==> config.mk <==
export PLATFORM = sky130hd
export DESIGN_NAME = wb_interconnect_nslv
export DESIGN_NICKNAME = d
export VERILOG_FILES = /design/src/rtl/wb_interconnect_nslv.sv
export SDC_FILE = /design/constraint.sdc
export NUM_CORES = 1
export LEC_CHECK = 0
export CELL_PAD_IN_SITES_DETAIL_PLACEMENT = 0
export CELL_PAD_IN_SITES_GLOBAL_PLACEMENT = 2
export CORE_UTILIZATION = 17
export CTS_BUF_LIST = sky130_fd_sc_hd__clkbuf_4 sky130_fd_sc_hd__clkbuf_8 sky130_fd_sc_hd__clkbuf_16
export CTS_CLUSTER_SIZE = 8
export DETAILED_ROUTE_END_ITERATION = 6
export GPL_ROUTABILITY_DRIVEN = 0
export PLACE_DENSITY = 0.77
export REMOVE_ABC_BUFFERS = 1
export SLEW_MARGIN = 25
export SYNTH_ARGS = -nofsm -noshare
export SYNTH_HDL_FRONTEND = slang
export SYNTH_SLANG_ARGS = --single-unit
==> constraint.sdc <==
create_clock -name clk_i -period 1.72 [get_ports clk_i]
set_input_delay 0.258 -clock clk_i [delete_from_list [all_inputs] [get_ports clk_i]]
set_output_delay 0.258 -clock clk_i [all_outputs]
set_load 0.01 [all_outputs]
==> src/rtl/wb_interconnect_nslv.sv <==
// Single-master, N-slave Wishbone classic interconnect with registered decode,
// unmapped-address error, per-transaction watchdog and master-abort handling.
module wb_interconnect_nslv #(
  parameter int NUM_SLAVES  = 4,
  parameter int ADDR_WD     = 32,
  parameter int DATA_WD     = 32,
  parameter int SLV_ADDR_WD = 9,
  parameter int SEL_LSB     = 9,
  parameter int SEL_WD      = 3,
  parameter int TIMEOUT_CYC = 255,
  parameter int CNT_WD      = 8
) (
  input  logic                            clk_i,
  input  logic                            rst_n,
  input  logic                            m_wb_cyc_i,
  input  logic                            m_wb_stb_i,
  input  logic                            m_wb_we_i,
  input  logic [ADDR_WD-1:0]              m_wb_adr_i,
  input  logic [DATA_WD-1:0]              m_wb_dat_i,
  input  logic [DATA_WD/8-1:0]            m_wb_sel_i,
  output logic [DATA_WD-1:0]              m_wb_dat_o,
  output logic                            m_wb_ack_o,
  output logic                            m_wb_err_o,
  output logic [NUM_SLAVES-1:0]           s_wb_cyc_o,
  output logic [NUM_SLAVES-1:0]           s_wb_stb_o,
  output logic                            s_wb_we_o,
  output logic [SLV_ADDR_WD-1:0]          s_wb_adr_o,
  output logic [DATA_WD-1:0]              s_wb_dat_o,
  output logic [DATA_WD/8-1:0]            s_wb_sel_o,
  input  logic [NUM_SLAVES*DATA_WD-1:0]   s_wb_dat_i,
  input  logic [NUM_SLAVES-1:0]           s_wb_ack_i
);

  // Handshake: a request is taken when cyc&stb are high in IDLE; the master
  // sees exactly one ack or err cycle per accepted request unless it drops
  // cyc first (abort), in which case it sees neither.
  localparam int SEL_BW = DATA_WD / 8;

  localparam logic [1:0] ST_IDLE = 2'd0;
  localparam logic [1:0] ST_REQ  = 2'd1;
  localparam logic [1:0] ST_RESP = 2'd2;
  localparam logic [1:0] ST_ERR  = 2'd3;

  localparam logic [CNT_WD-1:0] TMO_LIM = CNT_WD'(TIMEOUT_CYC);

  logic [1:0]               state_q, state_d;
  logic [CNT_WD-1:0]        cnt_q, cnt_d;
  logic [NUM_SLAVES-1:0]    cyc_q, cyc_d;
  logic                     we_q, we_d;
  logic [SLV_ADDR_WD-1:0]   adr_q, adr_d;
  logic [DATA_WD-1:0]       wdat_q, wdat_d;
  logic [SEL_BW-1:0]        sel_q, sel_d;
  logic [DATA_WD-1:0]       rdat_q, rdat_d;
  logic                     ack_q, ack_d;
  logic                     err_q, err_d;

  logic [NUM_SLAVES-1:0]    dec;
  logic [DATA_WD-1:0]       ack_dat;
  logic [CNT_WD-1:0]        cnt_inc;
  logic                     ack_hit;
  logic                     tmo_hit;
  logic                     unused_adr;

  // Only the slave-index field and the forwarded low bits are meaningful.
  assign unused_adr = ^m_wb_adr_i;

  // cyc_q doubles as the latched one-hot slave select while in REQ.
  always_comb begin
    dec     = '0;
    ack_dat = '0;
    for (int i = 0; i < NUM_SLAVES; i++) begin
      dec[i]  = (m_wb_adr_i[SEL_LSB +: SEL_WD] == SEL_WD'(i));
      ack_dat = ack_dat | ({DATA_WD{cyc_q[i]}} & s_wb_dat_i[i*DATA_WD +: DATA_WD]);
    end
    ack_hit = |(s_wb_ack_i & cyc_q);
    cnt_inc = cnt_q + CNT_WD'(1);
    tmo_hit = (cnt_inc == TMO_LIM);
  end

  always_comb begin
    state_d = state_q;
    cnt_d   = cnt_q;
    cyc_d   = cyc_q;
    we_d    = we_q;
    adr_d   = adr_q;
    wdat_d  = wdat_q;
    sel_d   = sel_q;
    rdat_d  = rdat_q;
    ack_d   = 1'b0;
    err_d   = 1'b0;
    case (state_q)
      ST_IDLE: begin
        if (m_wb_cyc_i && m_wb_stb_i) begin
          we_d   = m_wb_we_i;
          adr_d  = m_wb_adr_i[SLV_ADDR_WD-1:0];
          wdat_d = m_wb_dat_i;
          sel_d  = m_wb_sel_i;
          cnt_d  = '0;
          if (|dec) begin
            state_d = ST_REQ;
            cyc_d   = dec;
          end else begin
            state_d = ST_ERR;
            err_d   = 1'b1;
            rdat_d  = '0;
          end
        end
      end
      ST_REQ: begin
        // Abort outranks ack, and ack outranks timeout in the same cycle.
        if (!m_wb_cyc_i) begin
          state_d = ST_IDLE;
          cyc_d   = '0;
          cnt_d   = '0;
        end else if (ack_hit) begin
          state_d = ST_RESP;
          cyc_d   = '0;
          cnt_d   = '0;
          ack_d   = 1'b1;
          rdat_d  = we_q ? '0 : ack_dat;
        end else if (tmo_hit) begin
          state_d = ST_ERR;
          cyc_d   = '0;
          cnt_d   = '0;
          err_d   = 1'b1;
          rdat_d  = '0;
        end else begin
          cnt_d = cnt_inc;
        end
      end
      ST_RESP: begin
        state_d = ST_IDLE;
        cnt_d   = '0;
      end
      ST_ERR: begin
        state_d = ST_IDLE;
        cnt_d   = '0;
      end
      default: begin
        state_d = ST_IDLE;
        cyc_d   = '0;
        cnt_d   = '0;
      end
    endcase
  end

  always_ff @(posedge clk_i) begin
    if (!rst_n) begin
      state_q <= ST_IDLE;
      cnt_q   <= '0;
      cyc_q   <= '0;
      we_q    <= 1'b0;
      adr_q   <= '0;
      wdat_q  <= '0;
      sel_q   <= '0;
      rdat_q  <= '0;
      ack_q   <= 1'b0;
      err_q   <= 1'b0;
    end else begin
      state_q <= state_d;
      cnt_q   <= cnt_d;
      cyc_q   <= cyc_d;
      we_q    <= we_d;
      adr_q   <= adr_d;
      wdat_q  <= wdat_d;
      sel_q   <= sel_d;
      rdat_q  <= rdat_d;
      ack_q   <= ack_d;
      err_q   <= err_d;
    end
  end

  assign m_wb_dat_o = rdat_q;
  assign m_wb_ack_o = ack_q;
  assign m_wb_err_o = err_q;
  assign s_wb_cyc_o = cyc_q;
  assign s_wb_stb_o = cyc_q;
  assign s_wb_we_o  = we_q;
  assign s_wb_adr_o = adr_q;
  assign s_wb_dat_o = wdat_q;
  assign s_wb_sel_o = sel_q;

endmodule

=== After elaboration in Yosys (flattened, before gate mapping) ===
Cells that the tools add are included.

* Flip-flop bits (word level): 94
* Bits in latches: 0
* Memory bits (writable): 0
* ROM bits: 0
* Input bits: 205
* Output and inout bits: 88
* Logic and storage cells: 75
* Memories: 0

* Add/sub/neg operators: 1
* $mul: 0
* Divide/modulo/power cells: 0
* $lt $le $gt $ge: 0
* Eq/ne operators: 13
* Shift operators: 0
* Mux-type cells: 31
* Bitwise operators: 8
* Reduce and logical (&&, ||, !) cells: 12

{| class="wikitable"
|+ Operators by type and width
! cell !! number
|-
| two-way mux 32 bit || 6
|-
| AND 32 bit || 4
|-
| bitwise OR 32 bit || 3
|-
| case mux 32 bit (2 select lines) || 1
|-
| two-way mux 8 bit || 4
|-
| case mux 8 bit (3 select lines) || 1
|-
| two-way mux 4 bit || 5
|-
| two-way mux 2 bit || 5
|-
| adder 8 x 1 -> 8 bit (second input constant) || 1
|-
| equality test 8 bit (second input constant) || 1
|-
| inequality test 2 bit (second input constant) || 4
|-
| case mux 4 bit (2 select lines) || 1
|-
| OR reduction 4 bit || 2
|-
| equality test 3 x 2 -> 1 bit (second input constant) || 2
|-
| two-way mux 1 bit || 6
|-
| case mux 2 bit (3 select lines) || 1
|-
| AND reduction 5 bit || 1
|-
| AND 4 bit || 1
|-
| equality test 2 bit (second input constant) || 2
|-
| inequality test 4 bit (second input constant) || 1
|-
| AND reduction 2 bit || 2
|-
| AND reduction 4 bit || 1
|-
| equality test 3 x 1 -> 1 bit (second input constant) || 1
|-
| zero test 3 bit || 1
|-
| other kinds (8) || 8
|}

=== Logic depth before layout (Yosys ltp) ===
* Depth after elaboration: 8
* Depth in mapped cells: 7
* Gate-level depth less buffers: 6

=== Least setup slack after synthesis ===
OpenSTA, ideal clock, no wires.

* Kind: flip-flop to flip-flop
* Start: register cnt_q[0]
* End: register rdat_q[11], in the netlist m_wb_dat_o[11]
* Setup time: 116 ps
* Arrival time: 1705 ps
* Required time: 1604 ps
* Slack: -102 ps
* Stages on the path, launching flop included: 8
* Path buffers: 1
* Period minus slack after synthesis: 1822 ps
* Cells stage by stage: dfxtp_1 > ha_1 > nand3_1 > xor2_1 > a211oi_2 > a31oi_4 > buf_6 > a31o_2

* Cells in the longest elaborated chain, start to end: 4

{| class="wikitable"
|+ RTL lines
! what !! RTL line !! RTL
|-
| start, declared || 47 || <nowiki>logic [CNT_WD-1:0] cnt_q, cnt_d;</nowiki>
|-
| start signal, assigned || 161 || <nowiki>cnt_q <= cnt_d;</nowiki>
|-
| adder 8 x 1 -> 8 bit || 76 || <nowiki>cnt_inc = cnt_q + CNT_WD'(1);</nowiki>
|-
| equality test 8 bit || 77 || <nowiki>tmo_hit = (cnt_inc == TMO_LIM);</nowiki>
|-
| inequality test 3 bit (no line) || -- ||
|-
| AND reduction 5 bit (no line) || -- ||
|-
| end signal, assigned || 167 || <nowiki>rdat_q <= rdat_d;</nowiki>
|-
| end, declared || 53 || <nowiki>logic [DATA_WD-1:0] rdat_q, rdat_d;</nowiki>
|}

Every way passes these cells.
A chain may end at the register's enable or synchronous reset.

=== Final worst setup path ===
* Start: register cnt_q[0]
* End: register rdat_q[23], in the netlist m_wb_dat_o[23]

The elaborated chain is that of the path after synthesis.

==> impl_summary.md <==
Synthesis
Of all flip-flops after synthesis, the portion carrying an async set or reset was 0%. The number of different library cells in the post-synthesis netlist is 45. In this run, synthesis produced a sequential element count of 94.

The Yosys step of the flow raised 0 warnings. The post-synthesis instance total is 539. Dividing the synthesized area by the synthesized cell count gives 8.364 µm². In this run, synthesis inferred 0 flip-flops with an integrated enable.

For this run, the leading register cell type out of synthesis is sky130_fd_sc_hd__dfxtp_1. The sequential area share after synthesis is around two fifths. The netlist area before placement is 4508 µm².

Worst hold path
The worst hold path begins at rst_n. The endpoint of the worst hold path is m_wb_err_o. The type of the tightest min-delay check is in -> reg. The worst hold path passes through 4 cells.

Floorplan
The area of the die is roughly 27000 µm². The number of rows created at floorplan is 59. The x dimension of the die is 164.8 µm. The die extent in y is between 150 and 200 µm. Once the floorplan was initialized, standard cells occupied 17.30% of the core. The number of top-level pins is 293. The total core area is around 26000 µm².

Timing
The slew of the pin with the lowest slew margin is between 0.6 and 0.7 ns. Static timing analysis puts the maximum clock frequency at 0.5234 GHz. The worst relative slew slack is 59.57%. The count of pins over their slew limit is 0. The final-report setup violation count is between 40 and 50. The total count of hold-check failures in the final report is 0. The final critical delay including setup and external delays is 1.911 ns. Setup repair after global routing could not meet its margin everywhere. The largest clock skew in the final design is 0.007143 ns. Setup slack on the critical path of the routed design comes to -0.1905 ns. The portion of the clock cycle consumed by the worst path in the final layout is 111.1%.

Critical path
In this run the critical register-to-register path is captured at m_wb_dat_o[23]. The worst setup path is captured at a flop. The master of the slowest instance on the critical path is sky130_fd_sc_hd__dfxtp_4. The critical path startpoint category is a flop. The setup slack of the most critical reg-to-reg path is -0.19 ns. The worst register-to-register path has a depth of 9. The critical path is of the reg -> reg type. Walking the worst path, the cells encountered are buf_4, inv_1, ha_1, nand3_1, a211oi_4, buf_6, a31oi_4, buf_12, a31o_2.

The startpoint identified for the worst register-to-register timing path is cnt_q[0]. At the worst endpoint, the arrival time is about 2.2 ns. The peak fanout along the critical path is 16. The delay of the slowest critical-path stage is 0.37 ns. STA puts the critical path data required time at 1.96 ns.

Final layout
The count of nets after finishing is 1040. Cells fill between 30 and 40% of the core in the end. The number of diodes is 0. After routing the design area is 8670 µm². From synthesis to final layout, the design area changed by 92.31%. Leaving out fill and tap cells, the most frequent cell in the layout is sky130_fd_sc_hd__clkdlybuf4s50_1. The share of final-layout standard cells stronger than drive strength 1 is 17.56%. Leaving out fill and tap cells, the most frequent cells in the layout are 264 x sky130_fd_sc_hd__clkdlybuf4s50_1, 144 x sky130_fd_sc_hd__nand2_1, 86 x sky130_fd_sc_hd__dfxtp_1, 64 x sky130_fd_sc_hd__a22oi_1, 48 x sky130_fd_sc_hd__a21boi_0.

Run
Across the run, the number of max-cap violations was 0.

Drt
The count of nets left with antenna violations after detail routing is 0. The sum of routed wire length over all layers is 20.78 mm. The detail-routed net length per standard cell is 17.73 µm. The detailed-router iteration count before antenna repair is 4. Across all layers, the routed design uses 5030 vias. The total DRC errors in the routed layout is 0. After detailed routing, the number of vias per cell comes to 4.292. The DRC marker count from the first detailed-route iteration is just under 200.

Clocking
The clock tree from TritonCTS is done. Buffers inserted to repair hold after CTS numbered 0. The clock latency on the worst-skew pair is 0.34 ns. Clock tree synthesis found a total of 94 sinks. The tree is rooted in a sky130_fd_sc_hd__clkbuf_16.

TritonCTS created 9 clock buffers. After clock tree synthesis, the clock-pin slew on the worst setup and hold paths is approximately 0.07 ns. The number of H-tree levels is 3. Counting along the longest clock path gives a buffer depth of 2.

Global route
The pin count of the biggest net entering global routing is 86. The global-route wire length before repair is roughly 29 mm. The initial antenna violation count was 1. The total global routing overflow is 0. The global-route total usage across every layer is 14.41%.

The number of global-route vias before repair is 4914.

Pwr
The largest vdd supply drop is 0.3970 mV. The analysis attributes to cell leakage a power of 3.373 nW. For this design the ratio of total power to cell area is 613.9 nW/µm².

Placed design
Summed over all nets, the half-perimeter wirelength after detailed placement is 12.64 mm. The total placed instance area is 7761 µm². The count of buffers added on input and output ports is 272. The placement-stage worst setup slack is -0.6603 ns.

Run status
The flow ran to the end, but the final reports show violations. The checks that failed: negative setup slack.
==> critical path, delay by kind of cell, from the launching register on <==
family,cells,cell delay (ns)
AO/OA/AOI/OAI,3,0.59
adder cells (fa/ha/maj),1,0.15
buffers and inverters,4,0.50
flip-flops,1,0.37
AND/OR/NAND/NOR,1,0.17
==> cell usage after synthesis, drive strengths merged, types with 2 or more instances <==
cell type	number	area [µm²]
o211ai	4	30.03
ha	2	25.02
a22oi	64	480.5
nor3b	2	15.01
a31o	32	280.3
nor2	11	41.29
or2	3	18.77
nor2b	2	12.51
nand3	3	15.01
nor4bb	2	20.02
a21boi	48	360.4
xnor2	2	25.03
clkbuf	34	127.6
xor2	2	17.52
o221ai	3	26.28
a21oi	6	30.03
buf	18	111.4
dfxtp	94	1882
and2	2	12.51
nand2	145	544.3
o21ai	10	53.80
and3	33	206.5
or3	2	12.51
nor4b	3	32.53
==> registers in the layout (all words and copies together) (netlist names) <==
name        count
s_wb_adr_o      9
s_wb_dat_o     32
s_wb_sel_o      4
state_q         2
m_wb_ack_o      1
m_wb_dat_o     32
cnt_q           8
s_wb_cyc_o      4
m_wb_err_o      1
s_wb_we_o       1
==> through the flow <==
step | instances | hold slack, ns | power, mW | setup TNS, ns
global route | 1172 | 0.3979 | 5.567 | -9.484
global placement | 1134 | 0.4504 | 3.191 | -35.99
CTS | 1162 | 0.3629 | 5.404 | -4.424
floorplan | 487 | 0.3964 | 2.517 | -226.45
detailed placement | 1134 | 0.4567 | 3.194 | -35.70
finish | 1172 | 0.3945 | 5.323 | -6.288
==> what timing repair did <==
| item | in CTS | in global routing |
|---|---|---|
| buffers inserted | 8 | 8 |
| gates cloned | 5 | 2 |
| endpoints found under the setup margin | 54 | 47 |
| pin swaps | 5 | 9 |
| resized for setup | 61 | 21 |
==> metal layers <==
metal	wire length [µm]	GRT usage, %	share of wire (%)	vias up
met2	10520	25.27	51	119
met4	191	3.461	0.92	0
met1	9200	18.11	44	2385
li1	-	-	-	2514
met5	0	0	0	-
met3	866	2.562	4.2	12
==> report_power, final <==
| group | internal [mW] | switching, mW | leakage (nW) |
|---|---|---|---|
| Sequential | 2.22 | 0.0365 | 0.768 |
| Combinational | 0.611 | 0.348 | 2.45 |
| Clock | 1.22 | 0.886 | 0.152 |
| Total | 4.05 | 1.27 | 3.37 |
==> layout make-up <==
| class | count | area, µm² |
|---|---|---|
| clock buffer | 12 | 260.3 |
| clock inverter | 3 | 43.79 |
| fill | 2729 | 17390 |
| inverter | 1 | 3.754 |
| multi-input combinational | 393 | 2620 |
| sequential | 94 | 1909 |
| tap | 335 | 419.2 |
| timing repair buffer | 334 | 3413 |
==> worst max path at each step <==
stage	startpoint	end	slack (ns)	depth (start not counted)
CTS	cnt_q[0]	m_wb_dat_o[23]	-0.13	8
finish	cnt_q[0]	m_wb_dat_o[23]	-0.19	9
global route	cnt_q[0]	m_wb_dat_o[23]	-0.25	8
detailed placement	s_wb_ack_i[1]	m_wb_dat_o[23]	-0.66	6
global placement	s_wb_ack_i[1]	m_wb_dat_o[3]	-0.66	6
floorplan	state_q[0]	m_wb_dat_o[0]	-3.44	5
==> kinds of logic after synthesis <==
family          Yosys count  share of synthesized area, %
simple gates            212                         21.34
compound gates          174                         30.03
flops                    94                         41.74
buf+inv                  53                         5.384
xor+xnor                  4                        0.9439
fa+ha+maj                 2                        0.5550
(Power assumes the default switching activity.)
